**src/rtl/y86_pkg.sv**
```systemverilog
// Shared Y86-64 fetch definitions: icodes, status codes, FSM states and the
// payload records passed between the splitter and the F/D pipeline register.
package y86_pkg;

  localparam int unsigned XLEN       = 64;
  localparam int unsigned INST_W     = 80;
  localparam int unsigned INST_BYTES = 10;

  localparam logic [3:0] IHALT   = 4'h0;
  localparam logic [3:0] INOP    = 4'h1;
  localparam logic [3:0] IRRMOVQ = 4'h2;
  localparam logic [3:0] IIRMOVQ = 4'h3;
  localparam logic [3:0] IRMMOVQ = 4'h4;
  localparam logic [3:0] IMRMOVQ = 4'h5;
  localparam logic [3:0] IOPQ    = 4'h6;
  localparam logic [3:0] IJXX    = 4'h7;
  localparam logic [3:0] ICALL   = 4'h8;
  localparam logic [3:0] IRET    = 4'h9;
  localparam logic [3:0] IPUSHQ  = 4'hA;
  localparam logic [3:0] IPOPQ   = 4'hB;

  localparam logic [2:0] SAOK = 3'd1;
  localparam logic [2:0] SHLT = 3'd2;
  localparam logic [2:0] SADR = 3'd3;
  localparam logic [2:0] SINS = 3'd4;

  localparam logic [3:0] RNONE = 4'hF;

  typedef enum logic [1:0] {
    S_RUN      = 2'd0,
    S_WAIT_RET = 2'd1,
    S_HALTED   = 2'd2
  } fetch_state_e;

  // Contents of the F/D pipeline register.
  typedef struct packed {
    logic            valid;
    logic [2:0]      stat;
    logic [3:0]      icode;
    logic [3:0]      ifun;
    logic [3:0]      ra;
    logic [3:0]      rb;
    logic [XLEN-1:0] valc;
    logic [XLEN-1:0] valp;
  } fd_rec_t;

  // Everything the splitter derives from one fetch window.
  typedef struct packed {
    logic [2:0]      stat;
    logic [3:0]      icode;
    logic [3:0]      ifun;
    logic [3:0]      ra;
    logic [3:0]      rb;
    logic [XLEN-1:0] valc;
    logic [XLEN-1:0] valp;
    logic [XLEN-1:0] pred_pc;
  } split_t;

  function automatic fd_rec_t bubble_rec();
    fd_rec_t r;
    r.valid = 1'b0;
    r.stat  = SAOK;
    r.icode = INOP;
    r.ifun  = 4'h0;
    r.ra    = RNONE;
    r.rb    = RNONE;
    r.valc  = '0;
    r.valp  = '0;
    return r;
  endfunction

  // Byte k of the fetch window; byte 0 sits in the most significant bits.
  function automatic logic [7:0] inst_byte(input logic [INST_W-1:0] inst,
                                           input int unsigned k);
    return inst[INST_W-1-8*k -: 8];
  endfunction

endpackage

```
**src/rtl/y86_inst_split.sv**
```systemverilog
// Combinational instruction splitter: field extraction, length, valC,
// validity, valP, fetch status and predicted next PC.
module y86_inst_split
  import y86_pkg::*;
#(
  parameter logic [XLEN-1:0] IMEM_LIMIT = 64'hFFF
) (
  input  logic [XLEN-1:0]   pc_i,
  input  logic [INST_W-1:0] inst_i,
  output split_t            split_c_o
);

  logic [7:0]      b [INST_BYTES];
  logic [3:0]      icode;
  logic [3:0]      ifun;
  logic            need_reg;
  logic            invalid;
  logic [3:0]      len;
  logic [XLEN-1:0] valc;
  logic [XLEN-1:0] valp;
  logic [XLEN:0]   last_addr;
  logic [2:0]      stat;

  always_comb begin
    for (int unsigned k = 0; k < INST_BYTES; k++) begin
      b[k] = inst_byte(inst_i, k);
    end
  end

  assign icode = b[0][7:4];
  assign ifun  = b[0][3:0];

  // Per-icode length, constant word placement and legal function codes.
  always_comb begin
    need_reg = 1'b0;
    invalid  = 1'b0;
    len      = 4'd1;
    valc     = '0;
    case (icode)
      IHALT, INOP, IRET: begin
        invalid = (ifun != 4'h0);
      end
      IRRMOVQ: begin
        need_reg = 1'b1;
        len      = 4'd2;
        invalid  = (ifun > 4'h6);
      end
      IIRMOVQ, IRMMOVQ, IMRMOVQ: begin
        need_reg = 1'b1;
        len      = 4'd10;
        valc     = {b[9], b[8], b[7], b[6], b[5], b[4], b[3], b[2]};
        invalid  = (ifun != 4'h0);
      end
      IOPQ: begin
        need_reg = 1'b1;
        len      = 4'd2;
        invalid  = (ifun > 4'h3);
      end
      IJXX: begin
        len     = 4'd9;
        valc    = {b[8], b[7], b[6], b[5], b[4], b[3], b[2], b[1]};
        invalid = (ifun > 4'h6);
      end
      ICALL: begin
        len     = 4'd9;
        valc    = {b[8], b[7], b[6], b[5], b[4], b[3], b[2], b[1]};
        invalid = (ifun != 4'h0);
      end
      IPUSHQ, IPOPQ: begin
        need_reg = 1'b1;
        len      = 4'd2;
        invalid  = (ifun != 4'h0);
      end
      default: begin
        invalid = 1'b1;
      end
    endcase
  end

  // Carry out of the last-byte address means the instruction wraps memory.
  assign last_addr = {1'b0, pc_i} + (XLEN+1)'(len) - (XLEN+1)'(1);
  assign valp      = pc_i + XLEN'(len);

  always_comb begin
    stat = SAOK;
    if (last_addr[XLEN] || (last_addr[XLEN-1:0] > IMEM_LIMIT)) begin
      stat = SADR;
    end else if (invalid) begin
      stat = SINS;
    end else if (icode == IHALT) begin
      stat = SHLT;
    end
  end

  always_comb begin
    split_c_o.stat    = stat;
    split_c_o.icode   = icode;
    split_c_o.ifun    = ifun;
    split_c_o.ra      = (need_reg && (icode != IIRMOVQ)) ? b[1][7:4] : RNONE;
    split_c_o.rb      = need_reg ? b[1][3:0] : RNONE;
    split_c_o.valc    = valc;
    split_c_o.valp    = valp;
    split_c_o.pred_pc = ((icode == IJXX) || (icode == ICALL)) ? valc : valp;
  end

endmodule

```
**src/rtl/fetch_stage.sv**
```systemverilog
// Y86-64 fetch stage: PC register, run/wait-for-ret/halted control and the
// F/D pipeline register fed by the instruction splitter.
module fetch_stage
  import y86_pkg::*;
#(
  parameter logic [63:0] RESET_PC   = 64'h0,
  parameter logic [63:0] IMEM_LIMIT = 64'hFFF
) (
  input  logic        clk,
  input  logic        rst_n,
  output logic [63:0] pc,
  input  logic [79:0] inst,
  input  logic        stall,
  input  logic        bubble,
  input  logic        redirect_valid,
  input  logic [63:0] redirect_pc,
  output logic        d_valid,
  output logic [2:0]  d_stat,
  output logic [3:0]  d_icode,
  output logic [3:0]  d_ifun,
  output logic [3:0]  d_ra,
  output logic [3:0]  d_rb,
  output logic [63:0] d_valc,
  output logic [63:0] d_valp
);

  logic [XLEN-1:0] pc_q;
  fetch_state_e    state_q;
  fd_rec_t         fd_q;
  fd_rec_t         fd_d;
  split_t          split;

  y86_inst_split #(
    .IMEM_LIMIT (IMEM_LIMIT)
  ) u_split (
    .pc_i      (pc_q),
    .inst_i    (inst),
    .split_c_o (split)
  );

  always_comb begin
    fd_d       = bubble_rec();
    fd_d.valid = 1'b1;
    fd_d.stat  = split.stat;
    fd_d.icode = split.icode;
    fd_d.ifun  = split.ifun;
    fd_d.ra    = split.ra;
    fd_d.rb    = split.rb;
    fd_d.valc  = split.valc;
    fd_d.valp  = split.valp;
  end

  // Priority: reset, then redirect, then stall, then normal per-state advance.
  always_ff @(posedge clk) begin
    if (!rst_n) begin
      pc_q    <= RESET_PC;
      state_q <= S_RUN;
      fd_q    <= bubble_rec();
    end else if (redirect_valid) begin
      pc_q    <= redirect_pc;
      state_q <= S_RUN;
      fd_q    <= bubble_rec();
    end else if (!stall) begin
      case (state_q)
        S_RUN: begin
          fd_q <= bubble ? bubble_rec() : fd_d;
          if (split.stat != SAOK) begin
            state_q <= S_HALTED;
          end else if (split.icode == IRET) begin
            state_q <= S_WAIT_RET;
          end else begin
            pc_q <= split.pred_pc;
          end
        end
        default: begin
          fd_q <= bubble_rec();
        end
      endcase
    end
  end

  assign pc      = pc_q;
  assign d_valid = fd_q.valid;
  assign d_stat  = fd_q.stat;
  assign d_icode = fd_q.icode;
  assign d_ifun  = fd_q.ifun;
  assign d_ra    = fd_q.ra;
  assign d_rb    = fd_q.rb;
  assign d_valc  = fd_q.valc;
  assign d_valp  = fd_q.valp;

endmodule

```
**config.mk**
```make
export PLATFORM = sky130hd
export DESIGN_NAME = fetch_stage
export DESIGN_NICKNAME = d
export VERILOG_FILES = /design/src/rtl/y86_pkg.sv /design/src/rtl/y86_inst_split.sv /design/src/rtl/fetch_stage.sv
export SDC_FILE = /design/constraint.sdc
export NUM_CORES = 1
export LEC_CHECK = 0
export BUFFER_PORTS_ARGS = -buffer_cell sky130_fd_sc_hd__buf_4
export CORE_ASPECT_RATIO = 0.9
export CORE_MARGIN = 5
export CORE_UTILIZATION = 50
export DETAILED_ROUTE_END_ITERATION = 8
export PLACE_DENSITY = 0.78
export RECOVER_POWER = 100
export SYNTH_ARGS = -nofsm -noshare
export SYNTH_HDL_FRONTEND = slang
export SYNTH_SLANG_ARGS = --single-unit
```
**constraint.sdc**
```tcl
create_clock -name clk -period 7.1 [get_ports clk]
set_input_delay 2.13 -clock clk [delete_from_list [all_inputs] [get_ports clk]]
set_output_delay 2.13 -clock clk [all_outputs]
set_load 0.01 [all_outputs]
```
### After elaboration in Yosys (flattened, before gate mapping)

Index checks and enable logic that the tools add are counted.
W data, S select, Z words.

* flip-flop bits (word level): 214
* output and inout bits: 212
* logic and storage cells: 70

* add/sub/neg operators: 3
* magnitude comparators: 3
* equal/unequal tests: 16
* multiplexer cells: 19
* bitwise operators: 2
* reductions and logical operators: 17

Operators by type and width (number)
* $mux W64: 6
* $mux W148: 2
* $pmux W64 S2: 1
* $add A64 B4 Y65: 1
* $sub A65 B1 Y65 const B: 1
* $add A64 B4 Y64: 1
* $gt A64 B12 Y1 const B: 1
* $eq A4 B3 Y1 const B: 4
* $eq A4 B4 Y1 const B: 4
* $pmux W4 S3: 1
* $reduce_or A9 Y1: 1
* $eq A4 B2 Y1 const B: 2
* $mux W4: 2
* $reduce_or A7 Y1: 1
* $mux W2: 3
* $mux W3: 2
* $reduce_or A2 Y1: 3
* $eq A4 B1 Y1 const B: 1
* $gt A4 B2 Y1 const B: 1
* $gt A4 B3 Y1 const B: 1
* $logic_not A4 Y1: 1
* $ne A2 B2 Y1 const B: 2
* $ne A4 B2 Y1 const B: 1
* $reduce_and A4 Y1: 1
* 13 further kinds: 16

### Longest topological paths before layout

* depth in word-level cells: 13
* depth in mapped cells: 27
* depth with buffers taken out: 23

### Modules after synthesis

Synthesis repeated with hierarchy kept, for this count alone.

* cells, all modules: 2045
* area, all modules: 16657.2 um^2

By module, submodules not included
* y86_inst_split: instances 1, cells each 1243, area each 8343.0 um^2, seq. area each 0.0 um^2
* fetch_stage: instances 1, cells each 802, area each 8314.2 um^2, seq. area each 4284.1 um^2

### Worst setup path before layout

Ideal clock, no wire load.

* path kind: input to register
* from: input inst[78]
* to: register pc_q[2], in the netlist pc[2]
* setup time: 0.126 ns
* arrival time: 7.310 ns
* data required time: 6.974 ns
* setup slack: -0.336 ns
* cell stages on the path: 22
* buffers on the path: 4
* cell sequence: clkbuf_1 mux2_2 nor2_1 clkbuf_1 buf_1 buf_1 nor2_1 ha_1 inv_1 ha_1 nand2b_1 a21oi_2 a221oi_4 o22ai_2 or4b_4 a311o_1 nand4b_1 nor4_2 nand3_2 or4_1 a22oi_2 o21ai_1

* longest elaborated chain between the ends: 11

Ends and longest elaborated chain
* from (decl): RTL line fetch_stage.sv:12 `input logic [79:0] inst,`
* $eq A4 B2 Y1 (tied with other cells): RTL line y86_inst_split.sv:39 `case (icode)`
* $reduce_or A4 Y1 (no source line) (tied with other cells)
* $pmux W4 S3: RTL line y86_inst_split.sv:39
* $add A64 B4 Y65: RTL line y86_inst_split.sv:81 `assign last_addr = {1'b0, pc_i} + (XLEN+1)'(len) - (XLEN+1)'(1);`
* $sub A65 B1 Y65: RTL line y86_inst_split.sv:81
* $gt A64 B12 Y1: RTL line y86_inst_split.sv:86 `if (last_addr[XLEN] || (last_addr[XLEN-1:0] > IMEM_LIMIT)) begin`
* $logic_or A1 B1 Y1: RTL line y86_inst_split.sv:86
* $mux W3: RTL line y86_inst_split.sv:86
* $ne A3 B1 Y1: RTL line fetch_stage.sv:67 `if (split.stat != SAOK) begin`
* $ne A2 B2 Y1 (no source line)
* $reduce_and A4 Y1 (no source line)
* to (signal assigned): RTL line fetch_stage.sv:60 `pc_q <= redirect_pc;`
* to (signal assigned): RTL line fetch_stage.sv:72 `pc_q <= split.pred_pc;`
* to (decl): RTL line fetch_stage.sv:27 `logic [XLEN-1:0] pc_q;`

Several ways; a longest one is shown, not always the timed one. The select of a mux whose other input is x is not followed.
A chain may end at the register's enable or synchronous reset.

### Worst setup path in the final report

* from: input inst[77]
* to: register pc_q[20], in the netlist pc[20]

Same word-level chain as after synthesis.

==> results.json <==
{
  "status": "finished, violations left",
  "failed_checks": "capacitance limit, slew limit",
  "maxSlewViolCount": 179,
  "start_util_pct": 50.22,
  "clock_latency_ns": 0.52,
  "total_leakage_power_nw": 7.416,
  "utilization_pct": 60.23,
  "power.internal_mw": 2.460,
  "rsz0062_at_grt": "false",
  "fp.dieW_um": 197.9,
  "cts_setup_buffers": 0,
  "viasPerCell": 6.327,
  "synthesis.area_um2": 15890,
  "grt_start_max_net_pins": 94,
  "swShare_pct": 36.00,
  "cts_tree": "built",
  "p_comb_share_pct": 32.1,
  "areaGrowthSynthToFinish_pct": 19.93,
  "finalWorstSetupSlack_ns": 0.2169,
  "synth_area_leaders": "dfxtp_1 (27%), ha_1 (10%), a21oi_1 (7.0%)",
  "synth_ff_type": "dfxtp_1",
  "power_density_nw_per_um2": 201.7,
  "cts_buffers": 22,
  "syn_inst": 2170,
  "worstPathMaxFanout": 22,
  "drt-pass1-iter-count": 6,
  "crit_type": "in2reg",
  "io_pins": 361,
  "overflow": 0,
  "finalClockSkew_ns": 0.01084,
  "ant_nets": 0,
  "post-route-period-util_pct": 96.95,
  "root_buffer": "clkbuf_16",
  "required_ns": 7.47,
  "synth-edff-count": 0,
  "num_vias": 18449,
  "routed_wl_um": 71310,
  "setup_viol": 0,
  "rows": 62,
  "p_switching_mw": 1.384,
  "io_buffers": 360,
  "vdd_drop_max_mv": 0.1777,
  "fmax_ghz": 0.1453,
  "worst_pin_slew_ns": 2.602,
  "grt_pass1_wl_um": 103900,
  "yosysTopAreaCell": "dfxtp_1",
  "finalHoldViolCount": 0,
  "gp_congestion": 1.092,
  "grt_pass1_vias": 17015,
  "place_ws_ns": -0.3972,
  "track_usage_pct": 37.48,
  "synth_seq_cells": 214,
  "yosys_warnings": 0,
  "cts_max_path_buffers": 3,
  "hold_buffers": 0,
  "p_clk_share_pct": 33.9,
  "post_drt_wl_per_cell_um": 24.45,
  "startpoint_type": "primary input",
  "htree_num_levels": 1,
  "die_h_um": 179.1,
  "hold_class": "reg2reg",
  "synth_seq_area_share_pct": 26.95,
  "r2r_cells": 16,
  "finalWorstPathRequiredPeriod_ns": 6.883,
  "ys_async_sr_fraction_pct": 0,
  "syn_avg_cell_area_um2": 7.324,
  "yosysTopAreaCellShare_pct": 26.95,
  "antenna_found_initial": 6,
  "drive_gt1_share_pct": 11.18,
  "nNetsFinal": 2759,
  "relSlewSlack_pct": -73.44,
  "design.die.area_um2": 35460,
  "synthesis.nets": 2449,
  "pwr-share-seq_pct": 34.0,
  "synth.distinct_cells": 89,
  "cts_sinks": 214,
  "worstPathArrival_ns": 7.25,
  "drt_iter0_markers": 2171,
  "drc_errors": 0,
  "fin_setup_tns_ns": 0,
  "hold_depth": 2,
  "max-cap-violations": 3,
  "path_clk_slew_ns": 0.06,
  "dp_hpwl_um": 55490,
  "cp-end-kind": "flip-flop",
  "cts_resized": 0,
  "fp.coreArea_um2": 31650
}
flip-flops by register name, summed over array words and instances (netlist names):
name / count
d_valc: 64
d_valp: 64
state_q: 2
pc: 64
d_rb: 4
d_stat: 3
d_ifun: 4
d_valid: 1
d_icode: 4
d_ra: 4
layer usage:
layer / wire length [um] / vias to the layer above / global-route usage [%]
met1: 28500 / 8676 / 51.39
met2: 31440 / 1192 / 59.44
li1: - / 8359 / -
met3: 7655 / 220 / 5.336
met5: 13 / - / 0
met4: 3703 / 2 / 15.26
worst paths after layout:
kind / slack (ns) / end / from
worst max-delay path: 0.22 / pc[20] / inst[77]
worst min-delay path: 0.49 / d_ra[3] / d_ra[3]
worst max register to register: 1.71 / pc[20] / pc[32]
worst min register to register: 0.49 / d_ra[3] / d_ra[3]
metrics by stage:
| stage | hold slack (ns) | instances | cell area, um^2 | power, mW |
|---|---|---|---|---|
| 2_1_floorplan | 0.4658 | 2170 | 15900 | 2.051 |
| 3_3_place_gp | 0.4541 | 2872 | 19060 | 2.545 |
| 3_5_place_dp | 0.4560 | 2872 | 19060 | 2.545 |
| 4_1_cts | 0.4909 | 2912 | 19870 | 3.822 |
| 5_1_grt | 0.5104 | 2916 | 19060 | 3.982 |
| 6_report | 0.4899 | 2916 | 19060 | 3.844 |
final cells by class:
cell class                 instances  area, um^2
clock inverter                     9       152.6
clock buffer                      31       655.6
multi-input combinational       1721       10690
antenna                            4       10.01
sequential                       214        4284
timing repair buffer             421        2370
inverter                         100       375.4
tap                              416       520.5
fill                            3038       12590
power by group through the flow:
stage | clock [mW] | sequential [mW] | combinational, mW
final | 1.30 | 1.31 | 1.23
after detailed placement | 0 | 1.33 | 1.21
after floorplan | 0 | 1.32 | 0.735
after CTS | 1.30 | 1.30 | 1.22
after global routing | 1.35 | 1.31 | 1.32
after global placement | 0 | 1.33 | 1.22
Yosys cell counts, types with 34 or more instances:
library cell  number
nor2_1           287
nand2_1          252
a21oi_1          223
dfxtp_1          214
o21ai_0          174
ha_1             128
a22oi_1          111
clkbuf_1         103
inv_1             99
xnor2_1           77
mux2i_1           43
nand4_1           39
a21o_1            36
nand3_1           34
placed cells by master, fill, tap and decap left out, drive strengths merged, types with 5 or more instances in the layout:
cell type and n:
clkbuf 250, ha 128, clkinv 5, o31ai 12
a211o 10, a22o 5, nor4 16, o22ai 16
nor3 30, nor2b 5, nand3 35, xnor2 77
nand2 252, and2 25, a31oi 15, and4 7
a21o 36, a21boi 8, o211ai 15, nand4 39
xor2 14, a21oi 232, and3 11, a22oi 112
mux2i 43, o21ai 189, a211oi 18, o21a 8
inv 100, dfxtp 214, buf 202, nor2 288
o221ai 7, or4 5
cells by family after synthesis:
group	after synthesis	share of synthesized area, %
AO/OA/AOI/OAI	727	28.70
flip-flops	214	26.95
AND/OR/NAND/NOR	728	20.14
adder cells (fa/ha/maj)	130	10.33
buffers and inverters	235	6.006
multiplexers	45	2.850
XOR/XNOR	91	5.015
worst max-delay path: stages:
cell and delay [ns]:
buf_4 0.13, nand2_1 0.09, nor2_1 0.07, a22o_4 0.25, nor2_1 0.32, ha_1 0.31
inv_1 0.06, ha_1 0.23, o211ai_1 0.21, buf_4 0.16, nor4_1 0.06, a211oi_2 0.39
o211ai_1 0.16, buf_4 0.18, a21boi_0 0.36, o21ai_0 0.20, xor2_1 0.19, nor4_1 0.32
buf_4 0.16, and4_1 0.24, nand3_2 0.20, buf_4 0.29, a211o_1 0.30, a22oi_1 0.15
o21ai_0 0.10
No activity file was read; power rests on OpenSTA's default activity.
